$ cat src/rtl/button_event_decoder_pkg.sv
// Shared types for the push-button gesture path: decoder FSM states and the
// gesture event encoding consumed by the clock mode/set FSM.
package button_event_decoder_pkg;

    typedef enum logic [2:0] {
        IDLE,
        PRESS1,
        WAIT2,
        PRESS2,
        HELD
    } state_t;

    typedef enum logic [2:0] {
        EV_NONE,
        EV_SHORT,
        EV_DOUBLE,
        EV_LONG,
        EV_REPEAT
    } btn_event_t;

    // True when the tick counter has reached the last tick of a window of len ticks
    function automatic logic cnt_last(input logic [15:0] cnt, input int len);
        return (cnt == 16'(len - 1));
    endfunction

endpackage

$ cat src/rtl/button_event_decoder_tick_gen.sv
// Prescaler: counts 0..TICK_DIV-1 and flags the wrap cycle as a tick.
// clr restarts the count so intervals can be measured from an arbitrary event.
module tick_gen #(
    parameter int TICK_DIV = 100000
) (
    input  logic clk,
    input  logic reset,
    input  logic clr,
    output logic tick_o
);

    localparam int PW = (TICK_DIV > 2) ? $clog2(TICK_DIV) : 1;

    logic [PW-1:0] pre_q;

    assign tick_o = (pre_q == PW'(TICK_DIV - 1));

    // Prescaler count, restarting on wrap or on an external clear
    always_ff @(posedge clk or negedge reset) begin
        if (!reset)
            pre_q <= '0;
        else if (clr || tick_o)
            pre_q <= '0;
        else
            pre_q <= pre_q + PW'(1);
    end

endmodule

$ cat src/rtl/button_event_decoder.sv
// Button gesture decoder: turns the debounced button level into one-cycle
// short / double / long / auto-repeat pulses for the mode FSM.
module button_event_decoder
    import button_event_decoder_pkg::*;
#(
    parameter int TICK_DIV = 100000,
    parameter int LONG_T   = 1000,
    parameter int DOUBLE_T = 300,
    parameter int REPEAT_T = 200,
    parameter int CNT_W    = 16
) (
    input  logic clk,
    input  logic reset,
    input  logic btn_level,
    input  logic enable,
    output logic short_o,
    output logic double_o,
    output logic long_o,
    output logic repeat_o,
    output logic busy_o
);

    state_t           state_q, state_d;
    btn_event_t       ev_q, ev_d;
    logic             btn_prev_q;
    logic             busy_q;
    logic [CNT_W-1:0] tick_cnt_q;
    logic             tick;
    logic             clr;
    logic             press, rel;
    logic             long_hit, dbl_hit, rep_hit;

    assign press = btn_level & ~btn_prev_q;
    assign rel   = ~btn_level & btn_prev_q;

    assign long_hit = tick && (tick_cnt_q == CNT_W'(LONG_T - 1));
    assign dbl_hit  = tick && (tick_cnt_q == CNT_W'(DOUBLE_T - 1));
    assign rep_hit  = tick && (tick_cnt_q == CNT_W'(REPEAT_T - 1));

    // Timing restarts on every state change, on each repeat pulse, and while disabled
    assign clr = !enable || (state_d != state_q) || (ev_d == EV_REPEAT);

    tick_gen #(
        .TICK_DIV (TICK_DIV)
    ) u_tick_gen (
        .clk    (clk),
        .reset  (reset),
        .clr    (clr),
        .tick_o (tick)
    );

    // Edge-detect history keeps tracking even while disabled, so a held button
    // across enable rising is not mistaken for a fresh press
    always_ff @(posedge clk or negedge reset) begin
        if (!reset)
            btn_prev_q <= 1'b0;
        else
            btn_prev_q <= btn_level;
    end

    // Tick counter: counts ticks since the last restart, saturating at all-ones
    always_ff @(posedge clk or negedge reset) begin
        if (!reset)
            tick_cnt_q <= '0;
        else if (clr)
            tick_cnt_q <= '0;
        else if (tick && (tick_cnt_q != '1))
            tick_cnt_q <= tick_cnt_q + CNT_W'(1);
    end

    // State, event and busy registers
    always_ff @(posedge clk or negedge reset) begin
        if (!reset) begin
            state_q <= IDLE;
            ev_q    <= EV_NONE;
            busy_q  <= 1'b0;
        end else begin
            state_q <= state_d;
            ev_q    <= ev_d;
            busy_q  <= (state_d != IDLE);
        end
    end

    // Next-state logic; a release or second press wins over a same-cycle timeout
    always_comb begin
        state_d = state_q;
        if (!enable) begin
            state_d = IDLE;
        end else begin
            case (state_q)
                IDLE:    if (press) state_d = PRESS1;
                PRESS1:  if (rel) state_d = WAIT2;
                         else if (long_hit) state_d = HELD;
                WAIT2:   if (press) state_d = PRESS2;
                         else if (dbl_hit) state_d = IDLE;
                PRESS2:  if (rel) state_d = IDLE;
                HELD:    if (rel) state_d = IDLE;
                default: state_d = IDLE;
            endcase
        end
    end

    // Output logic: pick the gesture event to be registered this cycle
    always_comb begin
        ev_d = EV_NONE;
        if (enable) begin
            case (state_q)
                PRESS1:  if (!rel && long_hit) ev_d = EV_LONG;
                WAIT2:   if (!press && dbl_hit) ev_d = EV_SHORT;
                PRESS2:  if (rel) ev_d = EV_DOUBLE;
                HELD:    if (!rel && rep_hit) ev_d = EV_REPEAT;
                default: ev_d = EV_NONE;
            endcase
        end
    end

    assign short_o  = (ev_q == EV_SHORT);
    assign double_o = (ev_q == EV_DOUBLE);
    assign long_o   = (ev_q == EV_LONG);
    assign repeat_o = (ev_q == EV_REPEAT);
    assign busy_o   = busy_q;

endmodule
$ cat config.mk
export PLATFORM = sky130hd
export DESIGN_NAME = button_event_decoder
export DESIGN_NICKNAME = d
export VERILOG_FILES = /design/src/rtl/button_event_decoder_pkg.sv /design/src/rtl/button_event_decoder_tick_gen.sv /design/src/rtl/button_event_decoder.sv
export SDC_FILE = /design/constraint.sdc
export NUM_CORES = 1
export LEC_CHECK = 0
export BUFFER_PORTS_ARGS = -buffer_cell sky130_fd_sc_hd__buf_4
export CORE_MARGIN = 4
export CORE_UTILIZATION = 45
export CTS_CLUSTER_DIAMETER = 120
export DETAILED_ROUTE_END_ITERATION = 8
export GPL_TIMING_DRIVEN = 0
export PLACE_DENSITY_LB_ADDON = 0.25
export SLEW_MARGIN = 0
export SYNTH_ARGS = -nofsm -noshare
export SYNTH_HDL_FRONTEND = slang
export SYNTH_SLANG_ARGS = --single-unit
$ cat constraint.sdc
create_clock -name clk -period 3.35 [get_ports clk]
set_input_delay 0.1675 -clock clk [delete_from_list [all_inputs] [get_ports clk]]
set_output_delay 0.1675 -clock clk [all_outputs]
set_load 0.005 [all_outputs]
==> Word-level counts from Yosys, hierarchy flattened <==
Index checks and enable logic that the tools add are counted.
{ "totals": {"output_inout_bits": 5, "word_cells": 61, "reg_bits": 41} }
{ "op_classes": {"addsub": 2, "reduce_logical": 17, "bitwise_logic": 4, "n_eq_ne": 15, "mux": 17} }
{ "op_table": {"columns": ["op", "n"], "rows": [
  ["$mux 16", 2],
  ["$mux 3", 9],
  ["$pmux 3 s4", 2],
  ["$add 17x1->17 const B", 1],
  ["$eq 17x17->1 const B", 1],
  ["$mux 17", 1],
  ["$add 16x1->16 const B", 1],
  ["$eq 16x10->1 const B", 1],
  ["$eq 16x8->1 const B", 1],
  ["$eq 16x9->1 const B", 1],
  ["$ne 16x16->1 const B", 1],
  ["$eq 3x2->1 const B", 4],
  ["$eq 3x3->1 const B", 3],
  ["$logic_and 1x1->1", 7],
  ["$eq 3x1->1 const B", 2],
  ["$mux 2", 2],
  ["$logic_not 1->1", 3],
  ["$logic_not 3->1", 1],
  ["$logic_or 1x1->1", 3],
  ["$ne 3x3->1", 1],
  ["$reduce_bool 3->1", 1],
  ["$and 1x1->1", 2],
  ["$not 1->1", 2],
  ["$reduce_bool 2->1", 1],
  ["2 further kinds", 2]
]} }

==> Depth between registers and ports, before layout <==
Gate-level depths: netlist of the first run.
{ "depth": {"ltp_word": 11, "mapped_depth": 8} }

==> Cells and area by module <==
A second synthesis of the first run with hierarchy kept.
{ "unflattened": {"hier_cells": 235, "area_unflattened_um2": 2258.4} }
{ "modules_own_cells": {"columns": ["mod", "instances", "seq_area_each_um2", "area_each_um2", "cells_per_inst"], "rows": [
  ["button_event_decoder", 1, 600.6, 1410.1, 148],
  ["tick_gen", 1, 425.4, 848.3, 87]
]} }

==> Worst setup path after synthesis of the first run <==
OpenSTA, ideal clock, no wires.
{ "synth_timing": {"kind": "flip-flop to flip-flop", "startpoint": "register u_tick_gen.pre_q[13]", "endpoint": "register tick_cnt_q[15]", "stages_incl_launch_ff": 7, "t_arrival_ns": 2.666, "setup_ns": 0.094, "n_path_buf": 1, "setup_slack_ns": 0.591, "period_less_slack_ns": 2.759, "path_cell_list": "dfrtp_1 > or4b_1 > or4_1 > or3_1 > buf_2 > or4_4 > a221oi_2"} }
{ "synth_via": {"elab_chain_len": 10, "word_cells_on_any_way": 25, "classes_between": "eq/ne (3); mux (12); reduce/logical (10)"} }
{ "synth_rtl": {"columns": ["element", "line", "source"], "rows": [
  ["start: declaration", "button_event_decoder_tick_gen.sv:14", "logic [PW-1:0] pre_q;"],
  ["start signal: assignment", "button_event_decoder_tick_gen.sv:25", "pre_q <= pre_q + PW'(1);"],
  ["$eq 17x17->1 (*)", "button_event_decoder_tick_gen.sv:16", "assign tick_o = (pre_q == PW'(TICK_DIV - 1));"],
  ["$logic_and 1x1->1, on equally long branches", "button_event_decoder.sv:37, button_event_decoder.sv:36", null],
  ["$mux 3, on equally long branches", "button_event_decoder.sv:95, button_event_decoder.sv:93", null],
  ["$mux 3, on equally long branches", "button_event_decoder.sv:94, button_event_decoder.sv:92", null],
  ["$pmux 3 s4", "button_event_decoder.sv:90", "case (state_q)"],
  ["$mux 3", "button_event_decoder.sv:87", "if (!enable) begin"],
  ["$ne 3x3->1", "button_event_decoder.sv:41", "assign clr = !enable || (state_d != state_q) || (ev_d == EV_REPEAT);"],
  ["$logic_or 1x1->1 (2 in series)", "button_event_decoder.sv:41", null],
  ["$mux 16 / $reduce_bool 2->1 (equally long branches)", null, null],
  ["end signal: assignment", "button_event_decoder.sv:68", "tick_cnt_q <= tick_cnt_q + CNT_W'(1);"],
  ["end: declaration", "button_event_decoder.sv:27", "logic [CNT_W-1:0] tick_cnt_q;"]
]} }
Mark *: on every way between the ends. The rest lies on a longest branch, timed or not.
A chain may end at the register's enable or synchronous reset.

==> Worst setup path in the final report of the first run <==
{ "layout_timing": {"startpoint": "register u_tick_gen.pre_q[13]", "endpoint": "register tick_cnt_q[10]"} }
Same word-level chain as after synthesis.

==> impl_summary.md, run 1 <==
Detailed routing
The via count normalized by instance count is 5.80. The routed design uses 165 µm of met3 wire. The routed length on met2 is 2.29 mm. For this block, the initial DRC count from the detailed router was 73. The met1 routed wirelength after detailed routing is 2.30 mm. The pre-antenna-repair detailed-routing pass consisted of 4 iterations. The highest layer touched by signal routing is met4. The number of antenna-violating nets in the routed design is 0.

The final layout contains routed wiring with a total length of 4.82 mm. The detail-routed net length per standard cell is 14.4 µm. After detailed routing, the number of remaining DRC violations is 0. Summing over every cut layer, the via total after detailed routing is 1938.

Setup path
The cell depth of the worst flop-to-flop path is 6. The launching point of the worst reg2reg path is u_tick_gen.pre_q[13]. The critical path is of the register to register type.

Setup slack on the worst reg-to-reg path comes out at 0.26 ns. The maximum fanout along the worst path is 10. STA puts the critical path data required time at ~3.5 ns. The arrival time reported for the critical path endpoint is about 3.2 ns. The worst register-to-register path ends at tick_cnt_q[10]. The launching element type of the critical path is a register. The worst setup path is captured at a register.

Power
Total power for the finished layout comes to 0.971 mW. The worst-case IR drop observed on VDD is 0.300 mV. The analysis attributes to cell leakage a power of between 0.9 and 1 nW. For this design the ratio of total power to cell area is around 370 nW/µm².

CTS
The clock tree root buffer cell is sky130_fd_sc_hd__clkbuf_8. The clock edge transition at the registers on the reported setup and hold paths is 0.08 ns. The number of buffers inserted during clock tree synthesis is 5.

The clock passes through at most 2 buffers. The H-tree depth reported by CTS is 2. The clock tree from TritonCTS is yes. The number of setup buffers added after CTS is 0. For the worst-skew pair, the clock arrives at the later sink with an insertion delay of 0.29 ns.

Counting every sink on the clock net gives 41.

Placed design
The HPWL after detailed placement is 3.48 mm. Buffers placed on the I/O ports in this run total 8. The placed standard-cell area is 2460 µm².

Prior to clock tree synthesis, the placed netlist has a worst setup slack of 0.178 ns. The final RePlAce weighted congestion is 0.848. The number of cells in the design after placement is 324.

Global route
The remaining global-route overflow is 0. The aggregate global-route resource usage is 17.1%. The number of antenna violations at the first check in global routing is 0.

The number of global-route vias before repair came to around 1.9k. Entering global routing, the biggest net connects 42 pins. The wire length of the first global-routing pass is 8.56 mm.

Flow run
Across the run, the number of max-cap violations was 0.

Logic synthesis
For this run, asynchronously set or reset flops after synthesis account for 100%. Dividing the synthesized area by the synthesized cell count gives 9.31 µm². The number of nets in the synthesized netlist is 255. After synthesis, the largest area contributor takes up 44.3% of total cell area. Sequential elements use approximately 44% of the synthesized area. Yosys printed 0 warnings.

After synthesis the netlist holds a flip-flop and latch count of just over 40. In the synthesized netlist, the cells that appear most often are sky130_fd_sc_hd__dfrtp_1, sky130_fd_sc_hd__nor2_1, sky130_fd_sc_hd__nand2_1. The cell count after synthesis came out at roughly 250. Yosys instantiated no cell more often than sky130_fd_sc_hd__dfrtp_1.

The prevailing post-synth register cell is sky130_fd_sc_hd__dfrtp_1. The synthesized netlist occupies a cell area of around 2300 µm². The number of enable flip-flop cells after synthesis is 0. In the post-synthesis netlist, the biggest area contributors are sky130_fd_sc_hd__dfrtp_1, sky130_fd_sc_hd__xnor2_1, sky130_fd_sc_hd__a221oi_1, sky130_fd_sc_hd__a211oi_1, sky130_fd_sc_hd__or3_1. The cell type contributing the most total cell area after synthesis is sky130_fd_sc_hd__dfrtp_1. The number of distinct library cells after synthesis is 38.

Timing
The hold violation total from the final report is 0. The number of pins exceeding their max-slew limit in the final report is 0. The post-route fraction of the period consumed by the critical path is around 92%. The post-layout minimum cycle time is around 3 ns. The worst path meets setup with roughly 0.26 ns of slack.

The worst-case headroom to the max-slew limit is 43.3%. Setup repair after global routing left no endpoint under its margin. The actual slew at the worst max-slew pin is 0.843 ns.

Across the routed clock network, the largest skew measured is roughly 0.0083 ns. The achievable clock frequency is roughly 320 MHz. After routing, the total negative slack on setup checks comes to 0 ns. The setup-violating endpoint count in the final report is 0. The worst-case hold slack is 0.197 ns.

Worst hold path
The number of instances on the worst hold path is 3. The worst hold path endpoint is state_q[2]. The min-delay analysis places its worst path in the category primary input to register.

The startpoint identified for the worst hold timing path is enable.

Floorplanning
The floorplan step set the die height to 79.8 µm. The effective utilization at floorplan is between 40% and 50%. For this design the top-level I/O count stands at 9. The overall die area is about 6400 µm². The floorplan has 25 rows. The die is 79.8 µm wide. The core box area is 4850 µm².

Final layout
The post-route cell area is ~2600 µm². After the last flow step, the layout net total stands at 272. The growth of design area from synthesis to finish is 12.3%.

Cells fill 53.7% of the core in the end. Excluding fillers, the count of instances in the completed layout stands at 334. The fraction of layout instances using a drive strength above 1 is 8.24%.

Counting the fill cells in the layout gives around 440. The repair_antennas step left the layout with diodes totalling 0.

Status
The flow ran to the end, and the final reports show no timing, DRC or antenna violations.
power breakdown:
group	switching, mW	internal [mW]	leakage [nW]	total [mW]
registers	0.00391	0.500	0.567	0.504
logic	0.0413	0.0184	0.345	0.0597
clock network	0.164	0.243	0.0585	0.407
total	0.210	0.761	0.971	0.971
critical path: stages, from the launching register on:
cell                       delay, ns
sky130_fd_sc_hd__dfrtp_1        0.42
sky130_fd_sc_hd__or4b_1         0.56
sky130_fd_sc_hd__or4_1          0.60
sky130_fd_sc_hd__clkbuf_1       0.24
sky130_fd_sc_hd__o31ai_2        0.45
sky130_fd_sc_hd__clkbuf_1       0.47
sky130_fd_sc_hd__a221oi_1       0.19
cells by family (layout without fill, tap and decap cells):
| family | count (synthesis) | count (layout) | share of synthesized area (%) |
|---|---|---|---|
| AND/OR/NAND/NOR | 118 | 118 | 29.2 |
| flip-flops | 41 | 41 | 44.3 |
| XOR/XNOR | 21 | 21 | 7.94 |
| adder cells (fa/ha/maj) | 2 | 2 | 1.08 |
| buffers and inverters | 22 | 40 | 3.73 |
| AO/OA/AOI/OAI | 45 | 45 | 13.8 |
cells in the final DEF (no fill, tap or decap), drive strengths merged, types with 12 or more instances in the layout:
master	instances
clkbuf	18
nand4	12
dfrtp	41
nor2	20
o21ai	14
xnor2	13
buf	12
or3	13
nand2	16
metal layers:
layer / global-route usage [%] / vias up
met2: 27.5 / 33
met4: 6.42 / 0
li1: - / 959
met5: 0 / -
met1: 22.5 / 939
met3: 3.61 / 7
state kept, by name, summed over array words and instances, names as in the netlist:
| name | flops |
|---|---|
| state_q | 3 |
| tick_cnt_q | 16 |
| btn_prev_q | 1 |
| busy_o | 1 |
| u_tick_gen.pre_q | 17 |
| ev_q | 3 |
worst max-delay path by stage:
| stage | from | cells after the start | slack [ns] | end |
|---|---|---|---|---|
| floorplan | u_tick_gen.pre_q[13] | 6 | 0.59 | tick_cnt_q[15] |
| global placement | u_tick_gen.pre_q[13] | 6 | 0.16 | tick_cnt_q[11] |
| global route | u_tick_gen.pre_q[13] | 6 | 0.12 | tick_cnt_q[10] |
| detailed placement | u_tick_gen.pre_q[13] | 6 | 0.18 | tick_cnt_q[10] |
| CTS | u_tick_gen.pre_q[13] | 6 | 0.16 | tick_cnt_q[10] |
| finish | u_tick_gen.pre_q[13] | 6 | 0.26 | tick_cnt_q[10] |
timing repair:
action,in CTS,in global routing
gates resized for setup,0,1
endpoints found under the setup margin,0,9
hold endpoints to repair,42,0
hold buffers,2,0
layout make-up:
type / instances / area [µm²] / area share, %
clock buffer: 7 / 86.3 / 3.32
sequential: 41 / 1030 / 39.4
clock inverter: 1 / 30.0 / 1.15
buffer: 15 / 60.1 / 2.31
inverter: 7 / 26.3 / 1.01
tap: 67 / 83.8 / 3.22
timing repair buffer: 10 / 80.1 / 3.08
multi-input combinational: 186 / 1210 / 46.5
No activity file was read; power rests on OpenSTA's default activity.
==> run 2, diff against run 1 <==
Settings changed: CAP_MARGIN set to 20, CORE_UTILIZATION 45 to 30.
Clock period 3.35 ns to 3.6 ns, I/O delays scaled along.
==> run 2 against run 1 <==
Count of clock-buffer cells in the layout unchanged. Global-route usage down 4.3 points. Non-clock buffer count unchanged. Worst hold slack worse by 0.012 ns. Die area up 45%. Flip-flop and latch count unchanged. Highest routed layer unchanged.
==> impl_summary.md, run 2 (synthesis results as in run 1) <==
Status
The run finished with clean final reports.

Power
The part of the total power dissipated in combinational logic was 6.1% (about the same). The power share of the clock group is 42.7% (+0.8 points). The part of the total power dissipated in sequential elements came to 51.2% (-0.7 points).

The net switching share of the total power is 22.7% (+1.1 points). The internal portion of total power is 0.709 mW (-6.9%). The standby leakage power is 0.971 nW (about the same). The power after layout is 0.917 mW (-5.6%). The switching component of the power is 0.208 mW (-0.66%). The total power per unit cell area came to 348 nW/µm² (-6.8%).

The largest vdd supply drop is 0.147 mV (-51%).

Floorplanning
The overall die area is 9190 µm² (+45%). The y dimension of the die came to 95.9 µm (+20%). The core box area is 7370 µm² (+52%).

The effective utilization at floorplan came to 31.4% (-16 points). The number of top-level pins is 9 (unchanged). The number of placement rows came to 31 (+24%).

The die span in x came to 95.9 µm (+20%).

CTS
The number of sinks on the clock net is 41 (unchanged). The clock edge transition at the registers on the reported setup and hold paths is 0.08 ns (about the same). The clock tree from TritonCTS is yes. The number of buffers on the longest clock path is 2 (unchanged). The clock insertion delay at the later pin of the skew report is 0.30 ns (about the same). The post-cts resize count is 0 (unchanged). The cell sitting at the root of the clock tree is a sky130_fd_sc_hd__clkbuf_8. The number of buffers inserted during clock tree synthesis is 5 (unchanged). The H-tree depth reported by CTS came to 2 (unchanged).

The hold buffer count at CTS is 1 (-1). The buffer count from post-CTS setup fixing was 0 (unchanged).

Final layout
Leaving out fill and tap cells, the most frequent cells in the layout are sky130_fd_sc_hd__dfrtp_1, sky130_fd_sc_hd__nor2_1, sky130_fd_sc_hd__nand2_1. Relative to the synthesized area, the layout overhead comes to 13.8%. The area taken by multi-input logic gates was 1200 µm² (-0.41%). Leaving out fill and tap cells, the most frequent cell in the layout is sky130_fd_sc_hd__dfrtp_1.

In the final layout, the registers with the most flip-flops are u_tick_gen.pre_q: 17 flops, tick_cnt_q: 16 flops. The post-route cell area came to 2640 µm² (+1.3%). The antenna diode count is 0 (unchanged). The net count reported at finish is 272 (unchanged).

The number of inserted filler cells in the final layout is 782 (+79%). The register cell area after layout came to 1030 µm² (unchanged). The number of flip-flops under the largest register name is 17 (unchanged). The post-layout instance count excluding filler cells is 366 (+9.6%). The fraction of layout instances using a drive strength above 1 is 7.87% (-0.37 points). More flip-flops sit in one register than any other, and that register is u_tick_gen.pre_q. The core utilization of the finished layout is 35.8% (-18 points).

Global route
The wire length of the first global-routing pass was 9.22 mm (+7.7%). The number of antenna violations at the first check in global routing was 0 (unchanged). The remaining global-route overflow is 0 (unchanged). The aggregate global-route resource usage is 12.8% (-4.3 points). The largest net degree at the start of global routing was 42 (unchanged).

The number of global-route vias before repair is 1910 (+1.1%).

Setup path
The maximum single-stage delay on the critical path is 0.60 ns (about the same). Walking the worst path, the cells encountered are or4b_1 > or4_1 > clkbuf_1 > o31ai_1 > clkbuf_1 > a221oi_1. By startpoint and endpoint, the worst setup path is classified as register to register. The cell depth of the worst flop-to-flop path is 6 (unchanged). The maximum fanout along the worst path is 10 (unchanged). The end of the worst register-to-register path is tick_cnt_q[6]. Counting stages on the worst path, the most repeated cell is sky130_fd_sc_hd__clkbuf_1.

The worst setup path is launched from a register. For this design, the slowest cell found on the critical path is sky130_fd_sc_hd__or4_1. The required time of the critical path came to 3.75 ns (+0.26 ns). The arrival time reported for the critical path endpoint is 3.35 ns (+0.13 ns). The register-to-register setup slack is 0.40 ns (+0.14 ns).

The critical path startpoint is u_tick_gen.pre_q[13]. The launching point of the worst reg2reg path is u_tick_gen.pre_q[13]. The type of element capturing the critical path is a register.

Placed design
The worst-case setup slack after placement is 0.417 ns (+0.239 ns). The HPWL after detailed placement is 3.63 mm (+4.3%). The placed standard-cell area is 2500 µm² (+1.6%). The final RePlAce weighted congestion is 0.776 (-8.6%). The number of I/O port buffers is 8 (unchanged). The number of cells in the design after placement is 356 (+9.9%).

Timing
The worst-case headroom to the max-slew limit was 43.5% (+0.27 points). The worst-case hold slack came to 0.186 ns (-0.0119 ns). The hold violation total from the final report was 0 (unchanged). The number of pins exceeding their max-slew limit in the final report is 0 (unchanged).

Setup repair after global routing left no endpoint under its margin. The setup-violating endpoint count in the final report is 0 (unchanged). The worst clock skew is 0.00423 ns (-0.00412 ns). The final worst setup slack was 0.400 ns (+0.136 ns). The actual slew at the worst max-slew pin was 0.839 ns (-0.00404 ns). The achievable clock frequency is 313 MHz (-3.6%). The post-route fraction of the period consumed by the critical path was 88.9% (-3.2 points). The total negative slack is 0 ns (unchanged). The post-layout minimum cycle time is 3.20 ns (+0.114 ns).

Worst hold path
The path with the worst hold slack has its endpoint at state_q[2]. The number of instances on the worst hold path is 3 (unchanged). The startpoint of the worst hold path is enable. The min-delay analysis places its worst path in the category primary input to register.

Detailed routing
The number of antenna-violating nets in the routed design came to 0 (unchanged). The DRC violations left is 0 (unchanged). The first-pass iteration count of the detailed router was 4 (unchanged).

The number of DRC markers after the initial detailed-route iteration is 94 (+29%). The highest signal layer in the routed design is met4. The wire length reported by the detailed router is 5.20 mm (+7.8%). The met1 routed wirelength after detailed routing is 2.53 mm (+9.9%). The met3 wirelength from detailed routing is 176 µm (+6.7%). The routed length on met2 is 2.41 mm (+5.1%). The via total after detailed routing is 1969 (+1.6%). The via count normalized by instance count is 5.38 (-7.3%). The detail-routed net length per standard cell is 14.2 µm (-1.6%).

Flow run
The max-capacitance violation count is 0 (unchanged).
## run 2: layer usage
layer | GRT usage (%) | vias to the layer above
li1 | - | 966
met1 | 17.0 | 966
met2 | 20.3 | 29
met3 | 2.89 | 8
met4 | 4.98 | 0
met5 | 0 | -
## run 2: layout make-up
type                       count  area share [%]
multi-input combinational    186            45.7
sequential                    41            38.9
tap                           99            4.70
clock buffer                   7            3.27
timing repair buffer          10            3.04
buffer                        15            2.28
clock inverter                 1            1.14
inverter                       7           0.996
## run 2: how the worst max path moves through the flow
stage	end	slack (ns)	depth (start not counted)
floorplan	tick_cnt_q[15]	0.84	6
global placement	tick_cnt_q[5]	0.43	6
detailed placement	tick_cnt_q[6]	0.42	6
CTS	tick_cnt_q[6]	0.40	6
global route	tick_cnt_q[5]	0.21	6
finish	tick_cnt_q[6]	0.40	6
## run 2: power groups by stage
stage	registers [mW]	clock network, mW	logic [mW]
floorplan	0.478	0	0.0299
global placement	0.478	0	0.0558
detailed placement	0.478	0	0.0558
CTS	0.469	0.408	0.0567
global route	0.470	0.426	0.0651
finish	0.469	0.392	0.0560
## run 2: critical path, delay by kind of cell, from the launching register on
kind	cells	cell delay [ns]
simple gates	2	1.16
compound gates	2	0.75
buf+inv	2	0.72
flops	1	0.41
